[src/rtl/mem_load_ctrl_pkg.sv]
// Shared definitions for the boot-time memory loader.
//   state_e      : loader FSM states
//   target_e     : which memory a load is aimed at
//   BYTE_W, WORD_W, BYTES_PER_WORD, BYTE_IDX_W : stream/word geometry
package mem_load_pkg;

  localparam int BYTE_W         = 8;
  localparam int WORD_W         = 32;
  localparam int BYTES_PER_WORD = 4;
  localparam int BYTE_IDX_W     = $clog2(BYTES_PER_WORD);

  typedef enum logic [1:0] {
    IDLE    = 2'd0,
    LOAD    = 2'd1,
    WRITE   = 2'd2,
    RELEASE = 2'd3
  } state_e;

  typedef enum logic {
    TGT_IMEM = 1'b0,
    TGT_DMEM = 1'b1
  } target_e;

endpackage

[src/rtl/mem_load_ctrl_if.sv]
// Byte-stream handshake between a stream source (e.g. a UART receiver)
// and the loader.
//   byte_valid : source has a byte on byte_data
//   byte_data  : stream byte
//   byte_ready : loader takes the byte this cycle
// A byte transfers on a rising edge where byte_valid && byte_ready.
interface mem_load_ctrl_if;
  import mem_load_pkg::*;

  logic              byte_valid;
  logic [BYTE_W-1:0] byte_data;
  logic              byte_ready;

  modport master (
    output byte_valid,
    output byte_data,
    input  byte_ready
  );

  modport slave (
    input  byte_valid,
    input  byte_data,
    output byte_ready
  );

endinterface

[src/rtl/mem_load_ctrl_byte_packer.sv]
// Packs a byte stream little-endian into one 32-bit word.
//   clk, rst_n : clock and synchronous active-low reset
//   clear      : discard the partial/complete word and restart at byte 0
//   accept     : byte_in is taken this cycle
//   byte_in    : stream byte
//   word       : assembled word (registered)
//   word_full  : this cycle's accept supplies the last byte of the word
module byte_packer
  import mem_load_pkg::*;
(
  input  logic              clk,
  input  logic              rst_n,
  input  logic              clear,
  input  logic              accept,
  input  logic [BYTE_W-1:0] byte_in,
  output logic [WORD_W-1:0] word,
  output logic              word_full
);

  logic [BYTE_IDX_W-1:0] cnt_q, cnt_d;
  logic [WORD_W-1:0]     word_q, word_d;

  // Clear beats accept so an aborted final byte never completes a word.
  always_comb begin
    cnt_d  = cnt_q;
    word_d = word_q;
    if (clear) begin
      cnt_d  = '0;
      word_d = '0;
    end else if (accept) begin
      for (int k = 0; k < BYTES_PER_WORD; k++) begin
        if (cnt_q == BYTE_IDX_W'(k)) begin
          word_d[BYTE_W*k +: BYTE_W] = byte_in;
        end
      end
      cnt_d = cnt_q + BYTE_IDX_W'(1);
    end
  end

  always_ff @(posedge clk) begin
    if (!rst_n) begin
      cnt_q  <= '0;
      word_q <= '0;
    end else begin
      cnt_q  <= cnt_d;
      word_q <= word_d;
    end
  end

  assign word      = word_q;
  assign word_full = accept && !clear && (cnt_q == BYTE_IDX_W'(BYTES_PER_WORD - 1));

endmodule

[src/rtl/mem_load_ctrl.sv]
// Boot-time loader/arbiter sitting between the CPU and its two memories.
// Packs a byte stream into words, writes them to inst_mem or data_mem while
// holding the CPU in reset, then releases the CPU. When idle, the CPU's
// data-memory port passes straight through to data_mem.
//   clk, rst_n          : clock, synchronous active-low reset
//   start/target/base_addr/word_cnt : load request (sampled when idle)
//   abort               : end a load early
//   byte_if (slave)     : byte-stream handshake
//   busy, done          : status (done pulses on entering RELEASE)
//   cpu_rst_n           : reset to the CPU
//   cpu_dram_*          : CPU data-memory port
//   dmem_*, imem_*      : memory write ports
module mem_load_ctrl
  import mem_load_pkg::*;
#(
  parameter int ADDR_W      = 14,
  parameter int CNT_W       = 15,
  parameter int HOLD_CYCLES = 2
) (
  input  logic              clk,
  input  logic              rst_n,
  input  logic              start,
  input  logic              target,
  input  logic [ADDR_W-1:0] base_addr,
  input  logic [CNT_W-1:0]  word_cnt,
  input  logic              abort,
  mem_load_ctrl_if.slave    byte_if,
  output logic              busy,
  output logic              done,
  output logic              cpu_rst_n,
  input  logic              cpu_dram_we,
  input  logic [ADDR_W-1:0] cpu_dram_a,
  input  logic [WORD_W-1:0] cpu_dram_d,
  output logic              dmem_we,
  output logic [ADDR_W-1:0] dmem_a,
  output logic [WORD_W-1:0] dmem_d,
  output logic              imem_we,
  output logic [ADDR_W-1:0] imem_a,
  output logic [WORD_W-1:0] imem_d
);

  localparam int HC_W = (HOLD_CYCLES > 1) ? $clog2(HOLD_CYCLES) : 1;

  state_e            state_q, state_d;
  target_e           tgt_q, tgt_d;
  logic [ADDR_W-1:0] base_q, base_d;
  logic [CNT_W-1:0]  cnt_q, cnt_d;
  logic [CNT_W-1:0]  idx_q, idx_d, idx_inc;
  logic [HC_W-1:0]   rel_cnt_q, rel_cnt_d;
  logic              hold_q, hold_d;
  logic              busy_q, busy_d;
  logic              done_q, done_d;
  logic              byte_ready_q, byte_ready_d;
  logic              imem_we_q, imem_we_d;
  logic              dmem_wr_q, dmem_wr_d;
  logic [ADDR_W-1:0] wr_addr_q, wr_addr_d;

  logic              accept;
  logic              pk_clear;
  logic              pk_word_full;
  logic [WORD_W-1:0] pk_word;

  assign accept = byte_if.byte_valid && byte_ready_q;

  byte_packer u_packer (
    .clk       (clk),
    .rst_n     (rst_n),
    .clear     (pk_clear),
    .accept    (accept),
    .byte_in   (byte_if.byte_data),
    .word      (pk_word),
    .word_full (pk_word_full)
  );

  // Next-state logic. Write strobes and address are computed on the edge
  // that accepts the last byte, so in WRITE they come straight from flops
  // and stay stable across the negedge-clocked memories.
  always_comb begin
    state_d   = state_q;
    tgt_d     = tgt_q;
    base_d    = base_q;
    cnt_d     = cnt_q;
    idx_d     = idx_q;
    rel_cnt_d = rel_cnt_q;
    done_d    = 1'b0;
    imem_we_d = 1'b0;
    dmem_wr_d = 1'b0;
    wr_addr_d = wr_addr_q;
    pk_clear  = 1'b0;
    idx_inc   = idx_q + CNT_W'(1);

    case (state_q)
      IDLE: begin
        if (start) begin
          tgt_d  = target_e'(target);
          base_d = base_addr;
          cnt_d  = word_cnt;
          idx_d  = '0;
          if (word_cnt == '0) begin
            state_d   = RELEASE;
            done_d    = 1'b1;
            rel_cnt_d = '0;
          end else begin
            state_d = LOAD;
          end
        end
      end

      LOAD: begin
        // Abort wins over a completing byte; the partial word is dropped.
        if (abort) begin
          pk_clear  = 1'b1;
          state_d   = RELEASE;
          done_d    = 1'b1;
          rel_cnt_d = '0;
        end else if (pk_word_full) begin
          state_d   = WRITE;
          imem_we_d = (tgt_q == TGT_IMEM);
          dmem_wr_d = (tgt_q == TGT_DMEM);
          // Truncation to ADDR_W gives the intended address wrap.
          wr_addr_d = base_q + idx_q[ADDR_W-1:0];
        end
      end

      WRITE: begin
        // The write in flight always completes; abort only stops the next.
        pk_clear = 1'b1;
        idx_d    = idx_inc;
        if (abort || (idx_inc == cnt_q)) begin
          state_d   = RELEASE;
          done_d    = 1'b1;
          rel_cnt_d = '0;
        end else begin
          state_d = LOAD;
        end
      end

      RELEASE: begin
        if (rel_cnt_q == HC_W'(HOLD_CYCLES - 1)) begin
          state_d = IDLE;
        end else begin
          rel_cnt_d = rel_cnt_q + HC_W'(1);
        end
      end

      default: state_d = IDLE;
    endcase

    byte_ready_d = (state_d == LOAD);
    busy_d       = (state_d != IDLE);
    hold_d       = (state_d != IDLE);
  end

  always_ff @(posedge clk) begin
    if (!rst_n) begin
      state_q      <= IDLE;
      tgt_q        <= TGT_IMEM;
      base_q       <= '0;
      cnt_q        <= '0;
      idx_q        <= '0;
      rel_cnt_q    <= '0;
      hold_q       <= 1'b0;
      busy_q       <= 1'b0;
      done_q       <= 1'b0;
      byte_ready_q <= 1'b0;
      imem_we_q    <= 1'b0;
      dmem_wr_q    <= 1'b0;
      wr_addr_q    <= '0;
    end else begin
      state_q      <= state_d;
      tgt_q        <= tgt_d;
      base_q       <= base_d;
      cnt_q        <= cnt_d;
      idx_q        <= idx_d;
      rel_cnt_q    <= rel_cnt_d;
      hold_q       <= hold_d;
      busy_q       <= busy_d;
      done_q       <= done_d;
      byte_ready_q <= byte_ready_d;
      imem_we_q    <= imem_we_d;
      dmem_wr_q    <= dmem_wr_d;
      wr_addr_q    <= wr_addr_d;
    end
  end

  assign byte_if.byte_ready = byte_ready_q;
  assign busy               = busy_q;
  assign done               = done_q;
  assign cpu_rst_n          = rst_n & ~hold_q;

  assign imem_we = imem_we_q;
  assign imem_a  = wr_addr_q;
  assign imem_d  = pk_word;

  // While busy the CPU port is cut off; only loader writes reach data_mem.
  assign dmem_we = busy_q ? dmem_wr_q : cpu_dram_we;
  assign dmem_a  = busy_q ? wr_addr_q : cpu_dram_a;
  assign dmem_d  = busy_q ? pk_word   : cpu_dram_d;

endmodule
[src/flat_wrapper.sv]
// flat-port wrapper written by rule: the top's interface ports become plain ports
module mem_load_ctrl_flat import mem_load_pkg::*;
#(
  parameter int ADDR_W      = 14,
  parameter int CNT_W       = 15,
  parameter int HOLD_CYCLES = 2
)
  (clk, rst_n, start, target, base_addr, word_cnt, abort, busy, done, cpu_rst_n, cpu_dram_we, cpu_dram_a, cpu_dram_d, dmem_we, dmem_a, dmem_d, imem_we, imem_a, imem_d, byte_if_byte_valid, byte_if_byte_data, byte_if_byte_ready);
  mem_load_ctrl_if byte_if_i ();
  input  logic clk;
  input  logic rst_n;
  input  logic start;
  input  logic target;
  input  logic [ADDR_W-1:0] base_addr;
  input  logic [CNT_W-1:0] word_cnt;
  input  logic abort;
  output logic busy;
  output logic done;
  output logic cpu_rst_n;
  input  logic cpu_dram_we;
  input  logic [ADDR_W-1:0] cpu_dram_a;
  input  logic [WORD_W-1:0] cpu_dram_d;
  output logic dmem_we;
  output logic [ADDR_W-1:0] dmem_a;
  output logic [WORD_W-1:0] dmem_d;
  output logic imem_we;
  output logic [ADDR_W-1:0] imem_a;
  output logic [WORD_W-1:0] imem_d;
  input wire logic [$bits(byte_if_i.byte_valid)-1:0] byte_if_byte_valid;
  input wire logic [$bits(byte_if_i.byte_data)-1:0] byte_if_byte_data;
  output wire logic [$bits(byte_if_i.byte_ready)-1:0] byte_if_byte_ready;
  assign byte_if_i.byte_valid = byte_if_byte_valid;
  assign byte_if_i.byte_data = byte_if_byte_data;
  assign byte_if_byte_ready = byte_if_i.byte_ready;
  mem_load_ctrl #(.ADDR_W(ADDR_W), .CNT_W(CNT_W), .HOLD_CYCLES(HOLD_CYCLES)) u_core (.clk(clk), .rst_n(rst_n), .start(start), .target(target), .base_addr(base_addr), .word_cnt(word_cnt), .abort(abort), .byte_if(byte_if_i), .busy(busy), .done(done), .cpu_rst_n(cpu_rst_n), .cpu_dram_we(cpu_dram_we), .cpu_dram_a(cpu_dram_a), .cpu_dram_d(cpu_dram_d), .dmem_we(dmem_we), .dmem_a(dmem_a), .dmem_d(dmem_d), .imem_we(imem_we), .imem_a(imem_a), .imem_d(imem_d));
endmodule
[config.mk]
export PLATFORM = sky130hd
export DESIGN_NAME = mem_load_ctrl_flat
export DESIGN_NICKNAME = d
export VERILOG_FILES = /design/src/rtl/mem_load_ctrl_pkg.sv /design/src/rtl/mem_load_ctrl_if.sv /design/src/rtl/mem_load_ctrl_byte_packer.sv /design/src/rtl/mem_load_ctrl.sv /design/src/flat_wrapper.sv
export SDC_FILE = /design/constraint.sdc
export NUM_CORES = 1
export LEC_CHECK = 0
export ABC_AREA = 0
export ABC_CLOCK_PERIOD_IN_PS = 5400
export BUFFER_PORTS_ARGS = -buffer_cell sky130_fd_sc_hd__buf_4
export CORE_ASPECT_RATIO = 0.9
export CORE_UTILIZATION = 55
export CTS_CLUSTER_DIAMETER = 100
export CTS_CLUSTER_SIZE = 12
export DETAILED_ROUTE_END_ITERATION = 8
export PLACE_DENSITY = 0.86
export SETUP_SLACK_MARGIN = 0.4
export SKIP_LAST_GASP = 1
export SLEW_MARGIN = 20
export SYNTH_ARGS = -nofsm -noshare
export SYNTH_HDL_FRONTEND = slang
export SYNTH_SLANG_ARGS = --single-unit
[constraint.sdc]
create_clock -name clk -period 5.4 [get_ports clk]
set_clock_uncertainty 0.1 [all_clocks]
set_input_delay 1.62 -clock clk [delete_from_list [all_inputs] [get_ports clk]]
set_output_delay 1.62 -clock clk [all_outputs]
set_load 0.02 [all_outputs]
==> results of run 1 <==
-- layout make-up --
type / instances / area share
Clock buffer: 9 / 0.0305
Clock inverter: 7 / 0.00899
Inverter: 15 / 0.00763
Multi-Input combinational cell: 523 / 0.466
Sequential cell: 101 / 0.275
Tap cell: 126 / 0.0214
Timing Repair Buffer: 188 / 0.191
-- worst paths after layout --
| check | cells after the start | slack (ns) | to | start |
|---|---|---|---|---|
| hold / removal | 1 | 0.35 | u_core.imem_we | u_core.tgt_q |
| setup / recovery | 4 | 1.44 | cpu_rst_n | rst_n |
| setup reg to reg | 10 | 2.50 | u_core.imem_a[8] | u_core.idx_q[0] |
| hold reg to reg | 1 | 0.35 | u_core.imem_we | u_core.tgt_q |
-- critical path, stage by stage --
cell and delay, ns:
buf_4 0.21, inv_1 0.10, nor2_1 0.13, buf_4 0.16
-- sequential cells by signal, summed over array words and instances, names as in the netlist, 2 cells and up --
signal / count
u_core.u_packer.word: 32
u_core.imem_a: 14
u_core.idx_q: 15
u_core.state_q: 2
u_core.base_q: 14
u_core.u_packer.cnt_q: 2
u_core.cnt_q: 15
-- layer usage --
metal / vias up / global-route usage / routed length (µm)
met2: 234 / 0.537 / 8030
met1: 2618 / 0.336 / 6100
met5: - / 0 / 0
li1: 2700 / - / -
met4: 0 / 0.140 / 617
met3: 50 / 0.0507 / 1060
-- through the flow --
step / total power [mW] / area [µm²] / hold WS, ns
floorplan: 1.60 / 5660 / 0.304
global placement: 1.90 / 7080 / 0.322
detailed placement: 1.95 / 7080 / 0.322
CTS: 2.58 / 7370 / 0.337
global route: 2.71 / 7380 / 0.364
finish: 2.58 / 7380 / 0.349
-- where the power goes --
group	total [mW]	internal [mW]	switching [mW]	leakage (nW)
logic	1.00	0.463	0.542	2.37
clock network	0.641	0.325	0.316	0.138
registers	0.931	0.812	0.119	0.820
-- cell families after synthesis --
group	synth area share
simple gates	0.227
fa+ha+maj	0.0522
compound gates	0.151
mux	0.136
flops	0.357
xor+xnor	0.0400
buf+inv	0.0365
-- cells in the mapped netlist (2+ instances only) --
master and number:
a211oi_1 3, a21boi_0 3, a21o_1 4, a21oi_1 76
a22oi_1 3, a311oi_1 3, a31o_2 2, a31oi_1 2
a32oi_1 2, a41oi_1 2, and2_1 4, and3_1 5
buf_1 6, buf_2 3, buf_4 2, clkbuf_1 26
dfxtp_1 101, ha_1 22, inv_1 15, mux2_2 47
mux2i_1 24, nand2_1 108, nand2b_1 4, nand3_1 20
nand4_1 9, nand4_2 2, nand4b_1 4, nor2_1 56
nor2b_1 9, nor3_1 13, nor3_2 2, nor3b_1 2
nor4_1 3, nor4_4 2, nor4b_1 2, o21a_1 3
o21ai_0 25, o21ai_1 3, o311ai_0 2, or2_2 2
or3_1 6, xnor2_1 15, xor2_1 9
==> metrics.csv, run 1 <==
stage,metric,value,unit
run_status,outcome,completed,
place,Cells after DPL,953,
timing,Setup WS post-layout,1.44,ns
final_layout,Post-Layout Cell Count,969,
final_layout,Layout area overhead,30.3,%
routing,1st-iter DRT viols,287,
synth,Mapped Area,5660,µm²
synth,Ys Warns,0,
timing,Final Hold Fails,0,
floorplan,core area,9830,µm²
worst_setup_path,worst-path maximum fanout,19,
hold_path,min-delay worst type,reg -> reg,
routing,number of remaining DRC errors,0,
clocking,CTS resizes,0,
timing,max frequency,253,MHz
final_layout,# diodes,0,
routing,vias per cell,5.78,
worst_setup_path,Critical Path Sink Type,primary output,
floorplan,Std-Cell Rows,34,
worst_setup_path,Worst EP arrival,2.24,ns
synth,"Avg Cell Area, Syn",8.37,µm²
final_layout,final core utilization,0.751,
synth,sequential-to-total area share from yosys stat,0.357,
synth,Yosys top cell by area,dfxtp_1,
final_layout,register area,2030,µm²
power,Power Density,349,nW/µm²
power,Max VDD drop,262,µV
floorplan,die width,109,µm
clocking,CTS Hold Bufs,0,
floorplan,Top Ports,188,
place,pre-CTS setup slack,1.47,ns
routing,DR WL/cell,16.3,µm
routing,Routed Antenna Nets,0,
floorplan,Die Ht,98.2,µm
clocking,worst skew pair latency,0.35,ns
timing,unrepaired setup endpoints after global routing,false,
routing,final WL,15800,µm
final_layout,nets,951,
worst_setup_path,crit path kind,in -> out,
grt,first-pass GRT wire length,25200,µm
timing,TNS Setup,0,ns
final_layout,most common library cell in the layout ignoring fill and taps,buf_4,
grt,grt total ovfl,0,
clocking,total clock sinks,101,
routing,router iterations before antenna repair,5,
grt,antenna violations before repair,0,
place,Post-DP HPWL,11900,µm
clocking,total CTS buffers,9,
clocking,post-CTS setup buffer count,0,
grt,largest net degree at the start of global routing,60,
final_layout,Fillers,734,
final_layout,share of cells above drive strength 1,0.323,
synth,synth unique cells,63,
clocking,clk slew on worst S/H paths,0.07,ns
synth,leading post-synthesis cells by cell area,"dfxtp_1 (36%), mux2_2 (9.4%), nand2_1 (7.2%)",
worst_setup_path,CP Launch Type,input port,
place,number of port buffers,187,
routing,via count,5602,
floorplan,Initial Util,0.576,
place,GPL Wtd Cong,0.911,
synth,dominant synthesized flop cell,dfxtp_1,
power,Leakage,3.33,nW
floorplan,Die Area,10700,µm²
synth,"EDFF count, synth",0,
clocking,root buf cell,clkbuf_16,
grt,GRT Util Overall,0.298,
clocking,Max clock buf depth,2,
synth,"FF+latch count, synth",101,
final_layout,most frequent cells in the layout,"buf_4 (188), nand2_1 (107), dfxtp_1 (100), a21oi_1 (76), nor2_1 (56)",
clocking,Max H-tree Level,3,
timing,endpoints failing setup,0,
timing,min cycle time layout,3.96,ns
grt,vias in the first global route,5349,
synth,"Net Count, Synth",789,
synth,top cell type's share of synthesized area,0.357,
timing,Worst-Margin Slew,1.05,ns
clocking,CTS tree,yes,
worst_setup_path,critical path required time,3.68,ns
timing,max_slew headroom,0.295,
job,maxcap violations,0,
final_layout,area occupied by multi-input gates,3430,µm²
synth,post-synthesis cell count,676,
synth,asr flop ratio synth,0,
timing,part of the cycle the worst path needs,0.732,
timing,fin. max-slew vios,0,
No activity file was read; power rests on OpenSTA's default activity.
==> run 2, diff against run 1 <==
Settings changed: ABC_CLOCK_PERIOD_IN_PS 5400 to 4100, CORE_UTILIZATION 55 to 51, PLACE_DENSITY 0.86 to 0.81.
Clock period 5.4 ns to 4.1 ns, I/O delays scaled along.
==> run 2 against run 1 <==
  * Sequential power is 26% higher
  * Power rose by 32%
  * Critical endpoint is now dmem_d[18]
  * Critical path type is now reg -> out
  * Worst hold slack got worse by 0.0013 ns
  * Sequential cell count stayed put
  * Register-to-register slack worse by 1.2 ns
  * Non-clock buffer count up 5
  * Combinational power increased by 39%
  * Setup slack got worse by 0.46 ns
  * Via count fell by 0.82%
  * First-iteration DRC count is 22% lower
  * Sequential share of layout area decreased by 0.20 points
  * Cell count is 1.2% higher
==> metrics.csv, run 2 (synthesis results as in run 1) <==
stage,metric,value,unit
final_layout,share of cells above drive strength 1,0.325,
final_layout,Layout area overhead,31.1,%
grt,GR Util met2,0.513,
worst_setup_path,Critical Path Sink Type,primary output,
worst_setup_path,worst reg2reg setup slack,1.28,ns
worst_setup_path,cell depth of the worst setup path,3,
worst_setup_path,"critical path, cell by cell",buf_4 > mux2_2 > buf_4,
job,maxcap violations,0,
worst_setup_path,Crit path largest cell delay,0.60,ns
floorplan,core area,10800,µm²
floorplan,Std-Cell Rows,36,
clocking,post-CTS setup buffer count,0,
timing,Final Hold Fails,0,
power,Power Density,459,nW/µm²
worst_setup_path,CP dominant cell by count,buf_4,
final_layout,final core utilization,0.687,
grt,met3 Resource Use GR,0.0474,
final_layout,# diodes,0,
routing,DR WL/cell,16.2,µm
hold_path,WHS Endpoint,u_core.imem_we,
hold_path,HP Start,u_core.tgt_q,
timing,max_slew headroom,0.297,
worst_setup_path,crit path kind,reg -> out,
clocking,CTS Hold Bufs,0,
clocking,Max clock buf depth,2,
hold_path,min-delay worst type,reg -> reg,
hold_path,Hold Path Depth,1,
place,GPL Wtd Cong,0.910,
clocking,total clock sinks,101,
clocking,total CTS buffers,9,
floorplan,Die Ht,102,µm
worst_setup_path,Worst path slowest cell,dfxtp_2,
routing,via count,5556,
grt,GRT Util Overall,0.272,
worst_setup_path,worst-path maximum fanout,18,
place,Post-DP HPWL,12000,µm
power,Leakage,3.36,nW
final_layout,Post-Layout Cell Count,981,
power,Max VDD drop,219,µV
timing,max frequency,321,MHz
routing,vias per cell,5.66,
floorplan,Top Ports,188,
timing,Worst-Margin Slew,1.05,ns
run_status,outcome,completed,
timing,min cycle time layout,3.12,ns
routing,number of remaining DRC errors,0,
worst_setup_path,r2r endpoint,u_core.imem_a[10],
routing,Routed Antenna Nets,0,
final_layout,Fillers,908,
worst_setup_path,crit path buf inv count,2,
worst_setup_path,Worst Reg2Reg Path Length in Cells,10,
clocking,worst skew pair latency,0.34,ns
final_layout,most frequent cells in the layout,"buf_4 (193), nand2_1 (108), dfxtp_1 (100), a21oi_1 (76), nor2_1 (56)",
floorplan,die width,113,µm
clocking,root buf cell,clkbuf_16,
final_layout,most common library cell in the layout ignoring fill and taps,buf_4,
timing,endpoints failing setup,0,
grt,largest net degree at the start of global routing,60,
worst_setup_path,critical path required time,2.77,ns
grt,first-pass GRT wire length,25100,µm
worst_setup_path,Worst EP arrival,1.79,ns
floorplan,Initial Util,0.524,
grt,antenna violations before repair,0,
routing,1st-iter DRT viols,224,
worst_setup_path,"Largest delay share family, worst path",flip-flops,
timing,fin. max-slew vios,0,
clocking,CTS tree,yes,
clocking,Max H-tree Level,3,
timing,unrepaired setup endpoints after global routing,false,
routing,router iterations before antenna repair,5,
clocking,CTS resizes,0,
timing,part of the cycle the worst path needs,0.760,
timing,TNS Setup,0,ns
final_layout,nets,956,
routing,final WL,15800,µm
clocking,clk slew on worst S/H paths,0.07,ns
grt,vias in the first global route,5259,
final_layout,max FFs per register,32,
worst_setup_path,RR Startpoint,u_core.idx_q[0],
worst_setup_path,CP Launch Type,flop,
grt,grt total ovfl,0,
place,number of port buffers,187,
place,Cells after DPL,965,
grt,GR peak layer,met2,
grt,met1 Usage GRT,0.303,
floorplan,Die Area,11500,µm²
==> run 2: worst max-delay path by stage <==
| stage | start | end |
|---|---|---|
| 2_1_floorplan | rst_n | cpu_rst_n |
| 3_3_place_gp | byte_if_byte_valid | u_core.imem_a[12] |
| 3_5_place_dp | byte_if_byte_valid | u_core.imem_a[12] |
| 4_1_cts | u_core.hold_q | dmem_a[3] |
| 5_1_grt | u_core.hold_q | dmem_a[5] |
| 6_report | u_core.hold_q | dmem_d[18] |
==> run 2: final cells by class <==
type / count / area (µm²) / area share
Clock inverter: 7 / 71.3 / 0.00961
Multi-Input combinational cell: 523 / 3430 / 0.462
Inverter: 15 / 56.3 / 0.00758
Sequential cell: 101 / 2020 / 0.273
Timing Repair Buffer: 193 / 1450 / 0.195
Tap cell: 133 / 166 / 0.0224
Clock buffer: 9 / 225 / 0.0303
==> run 2: report_power, final <==
group | internal [mW] | switching (mW) | total (mW) | leakage (nW)
sequential | 1.07 | 0.107 | 1.17 | 0.819
clock | 0.428 | 0.416 | 0.844 | 0.138
combinational | 0.627 | 0.765 | 1.39 | 2.40
==> run 2: per-layer routing <==
metal / vias to the layer above / share of wire / wire, µm
met2: 178 / 0.53 / 8360
li1: 2710 / - / -
met1: 2632 / 0.40 / 6320
met5: - / 0 / 0
met4: 0 / 0.023 / 369
met3: 36 / 0.051 / 801
==> run 2: worst reg2reg max path: cells and delay by family, from the launching register on <==
kind,cells,cell delay (ns)
buffers and inverters,1,0.07
AOI/OAI and AO/OA,6,1.22
and+or+nand+nor,1,0.17
adders and majority gates,2,0.64
DFF,1,0.53
==> run 2: stage by stage <==
stage	total power, mW	area (µm²)	setup WS [ns]	hold slack (ns)
floorplan	2.10	5660	0.433	0.304
global placement	2.53	7130	0.994	0.322
detailed placement	2.58	7130	0.934	0.327
CTS	3.41	7420	0.977	0.345
global route	3.58	7420	0.920	0.366
finish	3.41	7420	0.983	0.348
==> run 3, diff against run 2 <==
Settings changed: ABC_CLOCK_PERIOD_IN_PS 4100 to 3200.
Clock period 4.1 ns to 3.2 ns, I/O delays scaled along.
==> run 3 against run 2 <==
  * Setup slack lost 0.47 ns
  * Non-clock buffer count increased by 4
  * Core utilization grew 0.36 points
  * Worst hold slack improved by 0.013 ns
  * Critical path type unchanged
==> metrics.csv, run 3 (synthesis results as in run 1) <==
stage,metric,value,unit
routing,number of remaining DRC errors,0,
clocking,total CTS buffers,9,
grt,first-pass GRT wire length,24000,µm
routing,via count,5552,
routing,Routed Antenna Nets,0,
clocking,clk slew on worst S/H paths,0.07,ns
timing,part of the cycle the worst path needs,0.841,
timing,Worst-Margin Slew,0.700,ns
grt,GRT Util Overall,0.257,
floorplan,Initial Util,0.524,
routing,1st-iter DRT viols,222,
timing,fin. max-slew vios,0,
worst_setup_path,Worst EP arrival,1.63,ns
job,maxcap violations,0,
timing,min cycle time layout,2.69,ns
final_layout,nets,960,
clocking,total clock sinks,101,
grt,GR Util met2,0.493,
final_layout,area occupied by multi-input gates,3440,µm²
power,Max VDD drop,299,µV
floorplan,Top Ports,188,
floorplan,Die Ht,102,µm
final_layout,Fillers,855,
grt,vias in the first global route,5267,
clocking,CTS tree,yes,
clocking,root buf cell,clkbuf_16,
grt,grt total ovfl,0,
grt,met3 Resource Use GR,0.0391,
floorplan,Die Area,11500,µm²
worst_setup_path,CP Launch Type,flop,
timing,smallest hold slack,0.361,ns
floorplan,Std-Cell Rows,36,
floorplan,core area,10800,µm²
timing,Setup WS post-layout,0.508,ns
power,Leakage,3.38,nW
final_layout,# diodes,0,
worst_setup_path,Crit path largest cell delay,0.40,ns
grt,largest net degree at the start of global routing,60,
floorplan,die width,113,µm
routing,router iterations before antenna repair,5,
grt,antenna violations before repair,0,
final_layout,most common library cell in the layout ignoring fill and taps,buf_4,
worst_setup_path,Worst path slowest cell,mux2_2,
grt,met1 Usage GRT,0.287,
final_layout,max FFs per register,32,
timing,TNS Setup,0,ns
final_layout,share of cells above drive strength 1,0.330,
routing,vias per cell,5.64,
worst_setup_path,crit path kind,reg -> out,
routing,DR WL/cell,15.5,µm
timing,max frequency,372,MHz
clocking,Max H-tree Level,3,
clocking,worst skew pair latency,0.35,ns
run_status,outcome,completed,
clocking,post-CTS setup buffer count,0,
timing,endpoints failing setup,0,
grt,GR peak layer,met2,
place,GPL Wtd Cong,0.852,
hold_path,min-delay worst type,reg -> reg,
final_layout,most frequent cells in the layout,"buf_4 (196), nand2_1 (108), dfxtp_1 (100), a21oi_1 (76), nor2_1 (55)",
power,Power Density,586,nW/µm²
place,pre-CTS setup slack,0.435,ns
routing,final WL,15300,µm
final_layout,final core utilization,0.690,
timing,unrepaired setup endpoints after global routing,false,
worst_setup_path,Critical Path Sink Type,primary output,
final_layout,register area,2020,µm²
final_layout,Layout area overhead,31.8,%
worst_setup_path,"critical path, cell by cell",buf_6 > mux2_2 > buf_4,
place,Post-DP HPWL,11700,µm
timing,max_slew headroom,0.527,
timing,Final Hold Fails,0,
worst_setup_path,critical path required time,2.14,ns
worst_setup_path,worst-path maximum fanout,49,
clocking,Max clock buf depth,2,
place,number of port buffers,187,
-- run 3: changes by cell type in the layout (fill, tap and decap cells not counted), sizes merged --
cell    previous run  this run
inv               17        18
buf              193       197
clkinv             3         2
-- run 3: per-layer routing --
metal	wire length (µm)	up-vias
li1	-	2728
met1	6090	2602
met2	8030	199
met3	847	23
met5	0	-
met4	291	0
-- run 3: stage by stage --
stage / cell area, µm² / cells / power, mW
floorplan: 5670 / 676 / 2.70
global placement: 7160 / 969 / 3.26
detailed placement: 7160 / 969 / 3.32
CTS: 7460 / 985 / 4.38
global route: 7460 / 985 / 4.60
finish: 7460 / 985 / 4.37
-- run 3: final cells by class --
| type | instances | share of cell area |
|---|---|---|
| clock inverter | 7 | 0.00922 |
| timing repair buffer | 197 | 0.199 |
| clock buffer | 9 | 0.0302 |
| sequential | 101 | 0.271 |
| tap | 133 | 0.0223 |
| multi-input combinational | 523 | 0.461 |
| inverter | 15 | 0.00755 |
-- run 3: worst paths after layout --
| check | start | slack, ns | endpoint | cells past startpoint |
|---|---|---|---|---|
| max | u_core.hold_q | 0.51 | dmem_d[17] | 3 |
| min | u_core.base_q[9] | 0.36 | u_core.base_q[9] | 2 |
| max reg2reg | u_core.idx_q[5] | 0.56 | u_core.hold_q | 7 |
| min reg2reg | u_core.base_q[9] | 0.36 | u_core.base_q[9] | 2 |
-- run 3: repair_timing --
action	CTS	global route
endpoints found under the setup margin	47	2
resized for setup	1	1
hold buffers	0	0
-- run 3: power by group --
part | total, mW | internal (mW) | switching [mW]
sequential | 1.46 | 1.37 | 0.0930
clock | 1.07 | 0.547 | 0.523
combinational | 1.84 | 0.821 | 1.02
total | 4.37 | 2.74 | 1.64
-- run 3: critical path: cells and delay by family, from the launching register on --
kind,cells,cell delay (ns)
buf+inv,2,0.53
mux,1,0.40
flops,1,0.33
